--- src/rtl/mem_arbiter_if.sv ---
// Bus bundle for mem_arbiter: fetch port, load/store port and the memory ce/busy/valid port.
// master = arbiter view, slave = environment view (requesters plus memory).
interface mem_arbiter_if;
    logic        if_req;
    logic [31:0] if_addr;
    logic        if_done;
    logic        if_fault;
    logic [31:0] if_rdata;

    logic        ls_req;
    logic        ls_we;
    logic [2:0]  ls_funct3;
    logic [31:0] ls_addr;
    logic [31:0] ls_wdata;
    logic        ls_done;
    logic        ls_fault;
    logic [31:0] ls_rdata;

    logic        mem_ce;
    logic [2:0]  mem_funct3;
    logic [31:0] mem_addr;
    logic [31:0] mem_datain;
    logic        mem_memwrite;
    logic [31:0] mem_dataout;
    logic        mem_busy;
    logic        mem_valid;
    logic        mem_fault;

    modport master (
        input  if_req, if_addr,
        output if_done, if_fault, if_rdata,
        input  ls_req, ls_we, ls_funct3, ls_addr, ls_wdata,
        output ls_done, ls_fault, ls_rdata,
        output mem_ce, mem_funct3, mem_addr, mem_datain, mem_memwrite,
        input  mem_dataout, mem_busy, mem_valid, mem_fault
    );

    modport slave (
        output if_req, if_addr,
        input  if_done, if_fault, if_rdata,
        output ls_req, ls_we, ls_funct3, ls_addr, ls_wdata,
        input  ls_done, ls_fault, ls_rdata,
        input  mem_ce, mem_funct3, mem_addr, mem_datain, mem_memwrite,
        output mem_dataout, mem_busy, mem_valid, mem_fault
    );
endinterface

--- src/rtl/mem_arbiter.sv ---
// Two-master memory front end: load/store has priority over fetch, one access at a time,
// ce released for at least one cycle between accesses, watchdog-bounded ISSUE phase.
module mem_arbiter #(
    parameter int unsigned TIMEOUT_CYCLES = 4096
) (
    input  logic          clk,
    input  logic          reset,
    mem_arbiter_if.master bus
);
    typedef enum logic [1:0] {IDLE, ISSUE, RELEASE} state_t;

    localparam logic [15:0] WD_LAST = 16'(TIMEOUT_CYCLES - 1);

    state_t      state, state_nxt;
    logic        owner_ls, owner_ls_nxt;
    logic        seen_busy, seen_busy_nxt;
    logic [15:0] watchdog, watchdog_nxt;

    logic        mem_ce_nxt;
    logic [2:0]  mem_funct3_nxt;
    logic [31:0] mem_addr_nxt;
    logic [31:0] mem_datain_nxt;
    logic        mem_memwrite_nxt;
    logic        if_done_nxt, if_fault_nxt;
    logic [31:0] if_rdata_nxt;
    logic        ls_done_nxt, ls_fault_nxt;
    logic [31:0] ls_rdata_nxt;

    // Completion terms, only meaningful while in ISSUE; fault > read > write > timeout.
    logic cmp_read, cmp_write, cmp_timeout, complete, complete_fault, take_rdata;
    assign cmp_read       = bus.mem_valid;
    assign cmp_write      = seen_busy & ~bus.mem_busy;
    assign cmp_timeout    = (watchdog == WD_LAST);
    assign complete       = bus.mem_fault | cmp_read | cmp_write | cmp_timeout;
    assign complete_fault = bus.mem_fault | (~cmp_read & ~cmp_write & cmp_timeout);
    assign take_rdata     = ~bus.mem_fault & cmp_read;

    // State and all registered outputs.
    always_ff @(posedge clk or negedge reset) begin
        if (!reset) begin
            state            <= IDLE;
            owner_ls         <= 1'b0;
            seen_busy        <= 1'b0;
            watchdog         <= '0;
            bus.mem_ce       <= 1'b1;
            bus.mem_funct3   <= '0;
            bus.mem_addr     <= '0;
            bus.mem_datain   <= '0;
            bus.mem_memwrite <= 1'b0;
            bus.if_done      <= 1'b0;
            bus.if_fault     <= 1'b0;
            bus.if_rdata     <= '0;
            bus.ls_done      <= 1'b0;
            bus.ls_fault     <= 1'b0;
            bus.ls_rdata     <= '0;
        end else begin
            state            <= state_nxt;
            owner_ls         <= owner_ls_nxt;
            seen_busy        <= seen_busy_nxt;
            watchdog         <= watchdog_nxt;
            bus.mem_ce       <= mem_ce_nxt;
            bus.mem_funct3   <= mem_funct3_nxt;
            bus.mem_addr     <= mem_addr_nxt;
            bus.mem_datain   <= mem_datain_nxt;
            bus.mem_memwrite <= mem_memwrite_nxt;
            bus.if_done      <= if_done_nxt;
            bus.if_fault     <= if_fault_nxt;
            bus.if_rdata     <= if_rdata_nxt;
            bus.ls_done      <= ls_done_nxt;
            bus.ls_fault     <= ls_fault_nxt;
            bus.ls_rdata     <= ls_rdata_nxt;
        end
    end

    // Next-state: IDLE -> ISSUE on any request, ISSUE -> RELEASE on completion, RELEASE -> IDLE.
    always_comb begin
        state_nxt = state;
        unique case (state)
            IDLE:    if (bus.ls_req || bus.if_req) state_nxt = ISSUE;
            ISSUE:   if (complete) state_nxt = RELEASE;
            RELEASE: state_nxt = IDLE;
            default: state_nxt = IDLE;
        endcase
    end

    // Next values of registered outputs and bookkeeping; done/fault default low for a 1-cycle pulse.
    always_comb begin
        owner_ls_nxt     = owner_ls;
        seen_busy_nxt    = seen_busy;
        watchdog_nxt     = watchdog;
        mem_ce_nxt       = bus.mem_ce;
        mem_funct3_nxt   = bus.mem_funct3;
        mem_addr_nxt     = bus.mem_addr;
        mem_datain_nxt   = bus.mem_datain;
        mem_memwrite_nxt = bus.mem_memwrite;
        if_done_nxt      = 1'b0;
        if_fault_nxt     = 1'b0;
        if_rdata_nxt     = bus.if_rdata;
        ls_done_nxt      = 1'b0;
        ls_fault_nxt     = 1'b0;
        ls_rdata_nxt     = bus.ls_rdata;
        unique case (state)
            IDLE: begin
                if (bus.ls_req) begin
                    owner_ls_nxt     = 1'b1;
                    mem_funct3_nxt   = bus.ls_funct3;
                    mem_addr_nxt     = bus.ls_addr;
                    mem_datain_nxt   = bus.ls_wdata;
                    mem_memwrite_nxt = bus.ls_we;
                    mem_ce_nxt       = 1'b0;
                    seen_busy_nxt    = 1'b0;
                    watchdog_nxt     = '0;
                end else if (bus.if_req) begin
                    owner_ls_nxt     = 1'b0;
                    mem_funct3_nxt   = 3'b010;
                    mem_addr_nxt     = bus.if_addr;
                    mem_datain_nxt   = '0;
                    mem_memwrite_nxt = 1'b0;
                    mem_ce_nxt       = 1'b0;
                    seen_busy_nxt    = 1'b0;
                    watchdog_nxt     = '0;
                end
            end
            ISSUE: begin
                seen_busy_nxt = seen_busy | bus.mem_busy;
                watchdog_nxt  = watchdog + 16'd1;
                if (complete) begin
                    mem_ce_nxt = 1'b1;
                    if (owner_ls) begin
                        ls_done_nxt  = 1'b1;
                        ls_fault_nxt = complete_fault;
                        if (take_rdata) ls_rdata_nxt = bus.mem_dataout;
                    end else begin
                        if_done_nxt  = 1'b1;
                        if_fault_nxt = complete_fault;
                        if (take_rdata) if_rdata_nxt = bus.mem_dataout;
                    end
                end
            end
            RELEASE: mem_ce_nxt = 1'b1;
            default: mem_ce_nxt = 1'b1;
        endcase
    end
endmodule
--- src/flat_wrapper.sv ---
// flat-port wrapper written by rule: the top's interface ports become plain ports
module mem_arbiter_flat 
#(
    parameter int unsigned TIMEOUT_CYCLES = 4096
)
  (clk, reset, bus_if_req, bus_if_addr, bus_if_done, bus_if_fault, bus_if_rdata, bus_ls_req, bus_ls_we, bus_ls_funct3, bus_ls_addr, bus_ls_wdata, bus_ls_done, bus_ls_fault, bus_ls_rdata, bus_mem_ce, bus_mem_funct3, bus_mem_addr, bus_mem_datain, bus_mem_memwrite, bus_mem_dataout, bus_mem_busy, bus_mem_valid, bus_mem_fault);
  mem_arbiter_if bus_i ();
  input  logic clk;
  input  logic reset;
  input wire logic [$bits(bus_i.if_req)-1:0] bus_if_req;
  input wire logic [$bits(bus_i.if_addr)-1:0] bus_if_addr;
  output wire logic [$bits(bus_i.if_done)-1:0] bus_if_done;
  output wire logic [$bits(bus_i.if_fault)-1:0] bus_if_fault;
  output wire logic [$bits(bus_i.if_rdata)-1:0] bus_if_rdata;
  input wire logic [$bits(bus_i.ls_req)-1:0] bus_ls_req;
  input wire logic [$bits(bus_i.ls_we)-1:0] bus_ls_we;
  input wire logic [$bits(bus_i.ls_funct3)-1:0] bus_ls_funct3;
  input wire logic [$bits(bus_i.ls_addr)-1:0] bus_ls_addr;
  input wire logic [$bits(bus_i.ls_wdata)-1:0] bus_ls_wdata;
  output wire logic [$bits(bus_i.ls_done)-1:0] bus_ls_done;
  output wire logic [$bits(bus_i.ls_fault)-1:0] bus_ls_fault;
  output wire logic [$bits(bus_i.ls_rdata)-1:0] bus_ls_rdata;
  output wire logic [$bits(bus_i.mem_ce)-1:0] bus_mem_ce;
  output wire logic [$bits(bus_i.mem_funct3)-1:0] bus_mem_funct3;
  output wire logic [$bits(bus_i.mem_addr)-1:0] bus_mem_addr;
  output wire logic [$bits(bus_i.mem_datain)-1:0] bus_mem_datain;
  output wire logic [$bits(bus_i.mem_memwrite)-1:0] bus_mem_memwrite;
  input wire logic [$bits(bus_i.mem_dataout)-1:0] bus_mem_dataout;
  input wire logic [$bits(bus_i.mem_busy)-1:0] bus_mem_busy;
  input wire logic [$bits(bus_i.mem_valid)-1:0] bus_mem_valid;
  input wire logic [$bits(bus_i.mem_fault)-1:0] bus_mem_fault;
  assign bus_i.if_req = bus_if_req;
  assign bus_i.if_addr = bus_if_addr;
  assign bus_if_done = bus_i.if_done;
  assign bus_if_fault = bus_i.if_fault;
  assign bus_if_rdata = bus_i.if_rdata;
  assign bus_i.ls_req = bus_ls_req;
  assign bus_i.ls_we = bus_ls_we;
  assign bus_i.ls_funct3 = bus_ls_funct3;
  assign bus_i.ls_addr = bus_ls_addr;
  assign bus_i.ls_wdata = bus_ls_wdata;
  assign bus_ls_done = bus_i.ls_done;
  assign bus_ls_fault = bus_i.ls_fault;
  assign bus_ls_rdata = bus_i.ls_rdata;
  assign bus_mem_ce = bus_i.mem_ce;
  assign bus_mem_funct3 = bus_i.mem_funct3;
  assign bus_mem_addr = bus_i.mem_addr;
  assign bus_mem_datain = bus_i.mem_datain;
  assign bus_mem_memwrite = bus_i.mem_memwrite;
  assign bus_i.mem_dataout = bus_mem_dataout;
  assign bus_i.mem_busy = bus_mem_busy;
  assign bus_i.mem_valid = bus_mem_valid;
  assign bus_i.mem_fault = bus_mem_fault;
  mem_arbiter #(.TIMEOUT_CYCLES(TIMEOUT_CYCLES)) u_core (.clk(clk), .reset(reset), .bus(bus_i));
endmodule
--- config.mk ---
export PLATFORM = sky130hd
export DESIGN_NAME = mem_arbiter_flat
export DESIGN_NICKNAME = d
export VERILOG_FILES = /design/src/rtl/mem_arbiter_if.sv /design/src/rtl/mem_arbiter.sv /design/src/flat_wrapper.sv
export SDC_FILE = /design/constraint.sdc
export NUM_CORES = 1
export LEC_CHECK = 0
export CAP_MARGIN = 25
export CORE_MARGIN = 1
export CORE_UTILIZATION = 46
export DETAILED_ROUTE_END_ITERATION = 7
export PLACE_DENSITY_LB_ADDON = 0.12
export REMOVE_ABC_BUFFERS = 1
export SYNTH_ARGS = -nofsm -noshare
export SYNTH_HDL_FRONTEND = slang
export SYNTH_SLANG_ARGS = --single-unit
--- constraint.sdc ---
create_clock -name clk -period 5.6 [get_ports clk]
set_input_delay 0.84 -clock clk [delete_from_list [all_inputs] [get_ports clk]]
set_output_delay 0.84 -clock clk [all_outputs]
set_load 0.01 [all_outputs]
**Word level (Yosys, flattened, before mapping)**

Cells that the tools add are included.

- Reduce and logical (&&, ||, !) cells: 10
- Add/sub/neg operators: 1
- Bitwise gates (word level): 14
- Equal/unequal tests: 5
- Multiplexer cells: 31

Operators with widths:

| kind | number |
|---|---|
| 2-to-1 mux 32 bit | 4 |
| 2-to-1 mux 16 bit | 2 |
| case mux 16 bit (2 select lines) | 1 |
| 2-to-1 mux 1 bit | 17 |
| adder 16 x 1 -> 16 bit, second input constant | 1 |
| equality test 16 x 12 -> 1 bit, second input constant | 1 |
| AND reduction 2 bit | 4 |
| AND reduction 4 bit | 2 |
| 2-to-1 mux 3 bit | 2 |
| NOT 1 bit | 5 |
| bitwise OR 1 bit | 5 |
| bitwise AND 1 bit | 4 |
| 2-to-1 mux 2 bit | 2 |
| != test 2 x 1 -> 1 bit, second input constant | 2 |
| case mux 1 bit (2 select lines) | 2 |
| case mux 2 bit (2 select lines) | 1 |
| nonzero test 2 bit | 2 |
| != test 3 bit, second input constant | 1 |
| equality test 2 x 1 -> 1 bit, second input constant | 1 |
| logical NOT 2 bit | 1 |
| logical OR 1 bit | 1 |

- Output and inout bits: 137
- Logic and storage cells: 76
- Input bits: 139
- Bits in registers: 157

**Logic depth before layout (Yosys ltp)**

Gate-level depths: netlist of the first run.

- Word-level depth: 9
- Gate-level depth with buffers: 6
- Depth with buffers taken out: 5

**Least setup slack after synthesis of the first run**

OpenSTA, ideal clock, no wires.

- Kind: input to register
- Start: in bus_ls_req
- End: reg u_core.watchdog[8]
- Stages on the path: 6
- Buffers on the path: 3
- Data required time: 5504 ps
- Path slack: 3585 ps
- Arrival: 1920 ps
- Library setup time: 96 ps
- Cell sequence: clkbuf_1 > o21ai_0 > clkbuf_1 > clkbuf_1 > o211ai_1 > o31ai_1

- Cells in the longest elaborated chain, start to end: 2
- Elaborated cells between the ends (all ways): 4
- Those cells by class: eq/ne (1); mux (2); reduce/logical (1)

RTL lines:

| item | line | text |
|---|---|---|
| from (decl) | flat_wrapper.sv:15 | `input wire logic [$bits(bus_i.ls_req)-1:0] bus_ls_req;` |
| 2-to-1 mux 16 bit or != test 3 bit (tied branches) | n/a |  |
| case mux 16 bit (2 select lines) or AND reduction 2 bit (tied branches) | n/a |  |
| to (signal assigned) | mem_arbiter.sv:60 | `watchdog <= watchdog_nxt;` |
| to (decl) | mem_arbiter.sv:17 | `logic [15:0] watchdog, watchdog_nxt;` |

Several ways; a longest one is shown, not always the timed one.
A chain may end at the register's enable or synchronous reset.

**Worst setup path after layout of the first run**

- Start: in bus_ls_req
- End: reg u_core.bus.mem_addr[9]

- Cells in the longest elaborated chain, start to end: 2
- Elaborated cells between the ends (all ways): 3
- Those cells by class: mux (1); reduce/logical (2)

RTL lines:

| item | line | text |
|---|---|---|
| nonzero test 2 bit (no line) | n/a |  |
| AND reduction 2 bit (no line) | n/a |  |
| to (signal assigned) | mem_arbiter.sv:63 | `bus.mem_addr <= mem_addr_nxt;` |
| to (decl) | mem_arbiter_if.sv:34 | `output mem_ce, mem_funct3, mem_addr, mem_datain, mem_memwrite,` |

Several ways; a longest one is shown, not always the timed one.

==> impl_metrics.tcl, run 1 <==
set metrics [dict create \
    cts_sinks 157 \
    h-tree-depth 4 \
    fin_crit_ns 2.61 \
    finalSetupTns_ns 0 \
    synth-seq-cells 157 \
    synth_cell_types 36 \
    synth.cells.most_frequent "dfrtp_1, o21ai_0, nand2_1" \
    antenna_found_initial 0 \
    combPwrFrac 0.424 \
    p_leak_nw 4.39 \
    dp_hpwl_mm 11.9 \
    ctsHoldBuffers 0 \
    fmax_ghz 0.383 \
    synth.top_cell.area_share 0.612 \
    hold_viol 0 \
    worstSetupStartpoint "bus_ls_req" \
    route.detailed.drc 0 \
    nNetsFinal 884 \
    worst_pin_slew_ns 0.887 \
    ioPinCount 276 \
    yosys_warnings 0 \
    die_y_um 120 \
    dieArea_mm2 0.0143 \
    viasPerCell 5.21 \
    syn_to_final_growth_pct 54.3 \
    total_power_mw 5.37 \
    holdWs_ns 0.478 \
    yosysTopAreaCell "dfrtp_1" \
    netlist_area_mm2 0.00637 \
    worstSetupPathType "in -> reg" \
    critPathCaptureType "flip-flop" \
    antenna_cells 0 \
    regToRegEndpoint "u_core.bus.ls_rdata[13]" \
    num_rows 42 \
    post-route-util 0.734 \
    vias 4855 \
    clock_skew_ns 0.00577 \
    synth_edf_count 0 \
    p_sw_frac 0.311 \
    rrSetupSlack_ns 3.08 \
    io_buffer_count 275 \
    dr.pass1.iters 4 \
    grt_max_degree 87 \
    p_seq_frac 0.364 \
    fillers 941 \
    grt_usage 0.239 \
    core-area_mm2 0.0134 \
    drive_above_1_share 0.143 \
    initial_utilization 0.476 \
    ir_drop_mv 0.273 \
    first_global_vias 4963 \
    yosysSeqAreaShare 0.617 \
    grt_pass1_wl_mm 26.1 \
    final_cells 932 \
    setup_ws_ns 2.99 \
    routedWlPerCell_um 17.7 \
    placed_area_mm2 0.00924 \
    grt_overflow 0 \
    clock_path_buffers 2 \
    hold_path_class "in -> async" \
    ctsResizeCount 0 \
    clk_pin_slew_worst_paths_ns 0.06 \
    ys.flop_type "dfrtp_1" \
    fin_crit_sh 0.467 \
    die_w_um 120 \
    post_cts_buffers 0 \
    r2r_start "u_core.state[0]" \
    synthArstFlopShare 1.00 \
    wirelength_mm 16.5 \
    p_clk_frac 0.212 \
    pre_cts_slack_ns 2.61 \
    dp.cells 901 \
    status "finished clean" \
    cts_root_buffer "clkbuf_16" \
    critPathRequiredTime_ns 5.85 \
    power.density_mw_per_mm2 546 \
    finalSetupViolCount 0 \
    antenna_left 0 \
    final_area_mm2 0.00983 \
    avgSynthCellArea_um2 13.4 \
    clock_latency_ns 0.42 \
    netlist_instances 476 \
    numCtsBuffers 17 \
    switchingPower_mw 1.67 \
    drtIter0Drc 202 \
    internal_power_mw 3.70 \
    crit_path_start_kind "input pin" \
    place.gp.congestion 0.768 \
    slew_violations 0 \
    rsz0062_at_grt "no" \
    worstPathArrival_ns 2.86 \
    path_max_fanout 85 \
    timing.slew.headroom 0.408 \
    cts_tree "done" \
    cap_violations 0 \
    synth.area.top_cells "dfrtp_1, mux2_4, mux2_2" \
    reg2reg_depth 5 \
    post-synth-top-count-cell "dfrtp_1" \
]
## cell type report
| cell class | instances | area (um2) | area share |
|---|---|---|---|
| well taps | 176 | 220 | 0.0224 |
| inverters | 4 | 15.0 | 0.00153 |
| multi-input cells | 284 | 2290 | 0.233 |
| repair buffers | 280 | 2790 | 0.283 |
| clock inverters | 10 | 114 | 0.0116 |
| clock buffers | 21 | 480 | 0.0489 |
| flip-flops and latches | 157 | 3930 | 0.400 |
## cell usage in the layout (no fill, tap or decap), types with 5 or more instances in the layout
| cell type | n |
|---|---|
| a21oi_1 | 7 |
| mux2_2 | 34 |
| nand2_1 | 44 |
| mux2_4 | 30 |
| mux2i_1 | 35 |
| buf_4 | 5 |
| nand4_1 | 8 |
| nor2_1 | 9 |
| clkdlybuf4s50_1 | 273 |
| o21ai_0 | 45 |
| clkbuf_16 | 17 |
| dfrtp_1 | 156 |
| a22o_1 | 35 |
## how the worst max path moves through the flow
stage	to	slack [ns]	cells after the start
after floorplan	u_core.bus.mem_addr[0]	-1.30	2
after global placement	u_core.watchdog[6]	2.67	5
after detailed placement	u_core.bus.mem_addr[16]	2.61	4
after CTS	u_core.bus.mem_addr[9]	3.04	5
after global routing	u_core.watchdog[6]	2.83	6
final	u_core.bus.mem_addr[9]	2.99	5
## state kept, by name (all words and copies together) (netlist names)
name / cells
u_core.bus.ls_rdata: 32
u_core.bus.ls_fault: 1
u_core.bus.mem_datain: 32
u_core.watchdog: 16
u_core.seen_busy: 1
u_core.bus.if_rdata: 32
u_core.bus.mem_funct3: 3
u_core.owner_ls: 1
u_core.bus.ls_done: 1
u_core.bus.mem_ce: 1
u_core.bus.mem_addr: 32
u_core.bus.if_done: 1
u_core.bus.if_fault: 1
u_core.bus.mem_memwrite: 1
u_core.state: 2
## critical path: stages
cell and delay (ns):
buf_2 0.10, buf_4 0.30, o21ai_4 0.60, buf_4 0.73, o21ai_0 0.24
## power groups by stage
stage          clock, mW  sequential (mW)  combinational (mW)
2_1_floorplan          0             2.16               0.755
3_3_place_gp           0             1.93                2.25
3_5_place_dp           0             1.96                2.30
4_1_cts             1.16             1.96                2.30
5_1_grt             1.21             2.02                2.43
6_report            1.14             1.95                2.28
## layer usage
layer | vias to the layer above | wire length, um | global-route usage
met3 | 20 | 1220 | 0.0684
met4 | 0 | 367 | 0.0992
met5 | - | 0 | 0
met2 | 216 | 7940 | 0.387
met1 | 2375 | 6940 | 0.300
li1 | 2244 | - | -
## cell families after synthesis
kind of cell / synth area share
muxes: 0.186
buffers and inverters: 0.0275
adders and majority gates: 0.00196
DFF: 0.617
and+or+nand+nor: 0.0626
AOI/OAI and AO/OA: 0.106
(Power assumes the default switching activity.)
==> run 2: changes to the inputs <==
- CORE_UTILIZATION: 46 -> 38
- clock period: 5.6 -> 2.33 ns (I/O delays scaled with it)
==> run 2 against run 1 <==
Effect of this change:
- via count decreased by 0.84%
- cell count increased by 5.3%
- clock power increased to 2.6 times the previous value
- clock skew increased by 0.0048 ns
- register-to-register slack got worse by 2.6 ns
- non-clock buffer count increased by 9
- critical path depth decreased by 1
- sequential power increased by 140%
- sequential share of layout area decreased by 0.85 points
- highest routed layer unchanged
==> impl_metrics.tcl, run 2 (synthesized netlist as in run 1, its figures left out) <==
set metrics [dict create \
    num_rows 46 \
    setup_ws_ns 0.449 \
    hold_viol 0 \
    fin_crit_sh 0.807 \
    grt_overflow 0 \
    antenna_found_initial 0 \
    vias 4814 \
    drive_above_1_share 0.148 \
    grt_use_met3 0.0779 \
    h-tree-depth 4 \
    worstPathArrival_ns 2.17 \
    p_sw_frac 0.303 \
    rsz0062_at_grt "no" \
    viasPerCell 4.91 \
    ctsResizeCount 0 \
    status "finished clean" \
    final_common_cell "clkdlybuf4s50_1" \
    ir_drop_mv 0.647 \
    first_global_vias 5122 \
    internal_power_mw 9.21 \
    route.detailed.drc 0 \
    syn_to_final_growth_pct 57.6 \
    top_usage_layer "met2" \
    worstSetupPathType "reg -> reg" \
    fmax_ghz 0.532 \
    critPathRequiredTime_ns 2.62 \
    crit_path_start_kind "flip-flop" \
    grt_max_degree 80 \
    fin_crit_ns 1.88 \
    grtUsageMet2 0.323 \
    grt_usage 0.202 \
    finalSetupViolCount 0 \
    power.density_mw_per_mm2 1320 \
    grt_pass1_wl_mm 27.3 \
    p_leak_nw 4.47 \
    post-route-util 0.623 \
    total_power_mw 13.2 \
    timing.slew.headroom 0.596 \
    antenna_left 0 \
    path_max_fanout 5 \
    clock_latency_ns 0.41 \
    io_buffer_count 275 \
    cap_violations 0 \
    hold_path_class "in -> async" \
    cts_root_buffer "clkbuf_16" \
    cts_sinks 157 \
    die_y_um 132 \
    place.gp.congestion 0.787 \
    routedWlPerCell_um 17.0 \
    dp_hpwl_mm 12.3 \
    dr.pass1.iters 4 \
    critPathCaptureType "flip-flop" \
    numCtsBuffers 17 \
    die_w_um 132 \
    pre_cts_slack_ns 0.270 \
    slew_violations 0 \
    core-area_mm2 0.0161 \
    p_seq_frac 0.353 \
    clock_skew_ns 0.0106 \
    wirelength_mm 16.7 \
    ctsHoldBuffers 1 \
    p_clk_frac 0.226 \
    initial_utilization 0.395 \
    combPwrFrac 0.421 \
    clock_path_buffers 2 \
    holdWs_ns 0.441 \
    drtIter0Drc 172 \
    cts_tree "done" \
    layout_common_cells "clkdlybuf4s50_1, dfrtp_1, o21ai_0" \
    nNetsFinal 893 \
    worst_pin_slew_ns 0.605 \
    switchingPower_mw 4.00 \
    post_cts_buffers 0 \
    ioPinCount 276 \
    dp.cells 949 \
    met1_usage 0.245 \
    final_cells 981 \
    clk_pin_slew_worst_paths_ns 0.06 \
    antenna_cells 0 \
    dieArea_mm2 0.0173 \
]
-- run 2: final timing paths --
| check | from | endpoint | slack, ns | cells past startpoint |
|---|---|---|---|---|
| min in group clk | u_core.bus.mem_addr[15] | u_core.bus.mem_addr[15] | 0.48 | 2 |
| worst max-delay path | u_core.watchdog[12] | u_core.state[0] | 0.45 | 4 |
| max in group asynchronous | reset | u_core.bus.mem_ce | 1.16 | 3 |
| worst min-delay path | reset | u_core.bus.ls_rdata[16] | 0.44 | 2 |
| worst min register to register | u_core.bus.mem_addr[15] | u_core.bus.mem_addr[15] | 0.48 | 2 |
| worst max register to register | u_core.watchdog[12] | u_core.state[0] | 0.45 | 4 |
-- run 2: per-stage QoR --
stage	area [um2]	TNS (ns)
3_3_place_gp	9400	0
2_1_floorplan	6210	-327.89
6_report	10000	0
3_5_place_dp	9400	0
4_1_cts	10000	0
5_1_grt	10000	0
-- run 2: per-layer routing --
| metal | routed length [um] | vias to the layer above | part of all wire |
|---|---|---|---|
| li1 | - | 2271 | - |
| met1 | 6870 | 2303 | 0.41 |
| met2 | 8050 | 221 | 0.48 |
| met3 | 1500 | 19 | 0.090 |
| met4 | 264 | 0 | 0.016 |
| met5 | 0 | - | 0 |
-- run 2: power groups by stage --
| stage | registers [mW] | clock network, mW | logic (mW) |
|---|---|---|---|
| floorplan | 5.06 | 0 | 1.67 |
| CTS | 4.67 | 3.07 | 5.65 |
| global placement | 4.65 | 0 | 5.54 |
| global route | 4.84 | 3.21 | 5.98 |
| finish | 4.66 | 2.99 | 5.57 |
| detailed placement | 4.68 | 0 | 5.64 |
-- run 2: layout make-up --
cell class	instances	area [um2]
clock buffer	21	450
inverter	4	15.0
tap	216	270
clock inverter	10	188
timing repair buffer	289	2910
fill	1267	6070
sequential	157	3930
multi-input combinational	284	2290
-- run 2: worst max-delay path, cell delays in order (launching register included) --
cell	delay (ns)
dfrtp_1	0.41
or4_1	0.54
nor4_1	0.41
nor3b_1	0.19
a21o_1	0.22
==> run 3: changes to the inputs <==
- CORE_UTILIZATION: 38 -> 42
- clock period: 2.33 -> 1.9 ns (I/O delays scaled with it)
==> run 3 against run 2 <==
Effect of this change:
- the flow now finishes with violations (DRC)
- count of clock-buffer cells in the layout is the same
- die area shrank 9.4%
- non-clock buffer count grew 10
- maximum frequency grew 4.3%
- worst hold slack lost 0.065 ns
- global-route usage grew 2.9 points
- utilization grew 7.2 points
==> impl_metrics.tcl, run 3 (synthesized netlist as in run 1, its figures left out) <==
set metrics [dict create \
    status "finished, violations left" \
    failed_checks "DRC" \
    critical_path_buf_inv_count 1 \
    ir_drop_mv 0.830 \
    rsz0062_at_grt "no" \
    cts_tree "done" \
    clk_pin_slew_worst_paths_ns 0.06 \
    cts_sinks 157 \
    p_leak_nw 4.57 \
    grt_max_degree 56 \
    antenna_found_initial 0 \
    drtIter0Drc 375 \
    core-area_mm2 0.0146 \
    die_y_um 125 \
    worstPathArrival_ns 2.10 \
    hold_viol 0 \
    placed_area_mm2 0.00947 \
    final_common_cell "clkdlybuf4s50_1" \
    syn_to_final_growth_pct 59.8 \
    fmax_ghz 0.555 \
    wirelength_mm 17.2 \
    timing.slew.headroom 0.679 \
    finalSetupTns_ns 0 \
    worstSetupPathType "reg -> reg" \
    dieArea_mm2 0.0157 \
    viasPerCell 5.17 \
    dr.pass1.iters 8 \
    finalSetupViolCount 0 \
    num_rows 44 \
    clock_path_buffers 2 \
    route.detailed.drc 38 \
    worst_pin_slew_ns 0.482 \
    h-tree-depth 4 \
    place.gp.congestion 0.766 \
    crit_path_start_kind "flip-flop" \
    ioPinCount 276 \
    initial_utilization 0.435 \
    critPathTopFamily "simple AND/OR/NAND/NOR gates" \
    io_buffer_count 275 \
    post_cts_buffers 0 \
    clock_skew_ns 0.00908 \
    reg2reg_depth 4 \
    rrSetupSlack_ns 0.1 \
    final_area_mm2 0.0102 \
    regToRegEndpoint "u_core.bus.if_rdata[18]" \
    hold_path_class "in -> async" \
    antenna_left 0 \
    antenna_cells 0 \
    slowest_stage "or4b_4" \
    drive_above_1_share 0.164 \
    cts_root_buffer "clkbuf_16" \
    layout_common_cells "clkdlybuf4s50_1, dfrtp_1, o21ai_0" \
    r2r_start "u_core.state[1]" \
    clock_latency_ns 0.42 \
    fin_crit_sh 0.949 \
    fin_crit_ns 1.80 \
    grt_usage 0.231 \
    grt_overflow 0 \
    slowest_delay_ns 0.56 \
    routedWlPerCell_um 17.9 \
    dp_hpwl_mm 12.8 \
    vias 4963 \
    cp_cell_sequence "nand2b_4 > or4b_4 > buf_12 > mux2_4" \
    path_max_fanout 23 \
    slew_violations 0 \
    cap_violations 0 \
    nNetsFinal 903 \
    critPathCaptureType "flip-flop" \
    grt_pass1_wl_mm 28.0 \
    die_w_um 125 \
    critPathRequiredTime_ns 2.20 \
    numCtsBuffers 17 \
    first_global_vias 5286 \
    power.density_mw_per_mm2 1640 \
]
==> run 3: cell types whose count changed in the layout (fill, tap and decap cells not counted), sizes merged <==
cell	delta
buf	+10
clkinv	+1
bufinv	+2
clkinvlp	-1
inv	-1
==> run 3: cell type report <==
type,count,area (um2)
Clock buffer,21,460
Clock inverter,11,236
Fill cell,1078,4460
Inverter,4,15.0
Multi-Input combinational cell,284,2290
Sequential cell,157,3930
Tap cell,184,230
Timing Repair Buffer,299,3020
==> run 3: per-layer routing <==
layer	up-vias	global-route usage	wire length (um)
li1	2297	-	-
met1	2416	0.271	6830
met2	223	0.389	8460
met3	27	0.0770	1440
met4	0	0.0976	450
met5	-	0	0
==> run 3: repair_timing <==
| item | in CTS | in global routing |
|---|---|---|
| hold buffers | 1 | 0 |
| hold endpoints to repair | 46 | 0 |
| endpoints found under the setup margin | 0 | 24 |
| resized for setup | 0 | 2 |
==> run 3: stage by stage <==
step	setup slack [ns]	instances	total power, mW	hold WS (ns)	util
final	0.0978	960	16.7	0.376	0.695
after global routing	0.0143	960	17.6	0.412	0.695
after CTS	0.0655	960	16.9	0.372	0.695
after detailed placement	-0.0303	927	12.8	0.262	0.647
after global placement	-0.00805	927	12.6	0.261	0.647
after floorplan	-4.45	445	8.39	-0.0106	-
==> run 3: worst max-delay path by stage <==
stage	startpoint	endpoint	slack (ns)	depth (start not counted)
3_3_place_gp	bus_mem_valid	u_core.bus.if_rdata[8]	-0.008	4
3_5_place_dp	bus_mem_valid	u_core.bus.if_rdata[18]	-0.03	4
5_1_grt	u_core.watchdog[13]	u_core.bus.if_fault	0.01	5
2_1_floorplan	bus_ls_req	u_core.bus.mem_addr[0]	-4.45	2
4_1_cts	u_core.state[0]	u_core.bus.ls_rdata[5]	0.07	5
6_report	u_core.state[1]	u_core.bus.if_rdata[18]	0.1	4
==> run 3: power breakdown <==
part           internal, mW  total (mW)  switching [mW]
combinational          4.19        6.98            2.79
clock                  2.67        3.98            1.31
sequential             4.86        5.78           0.919
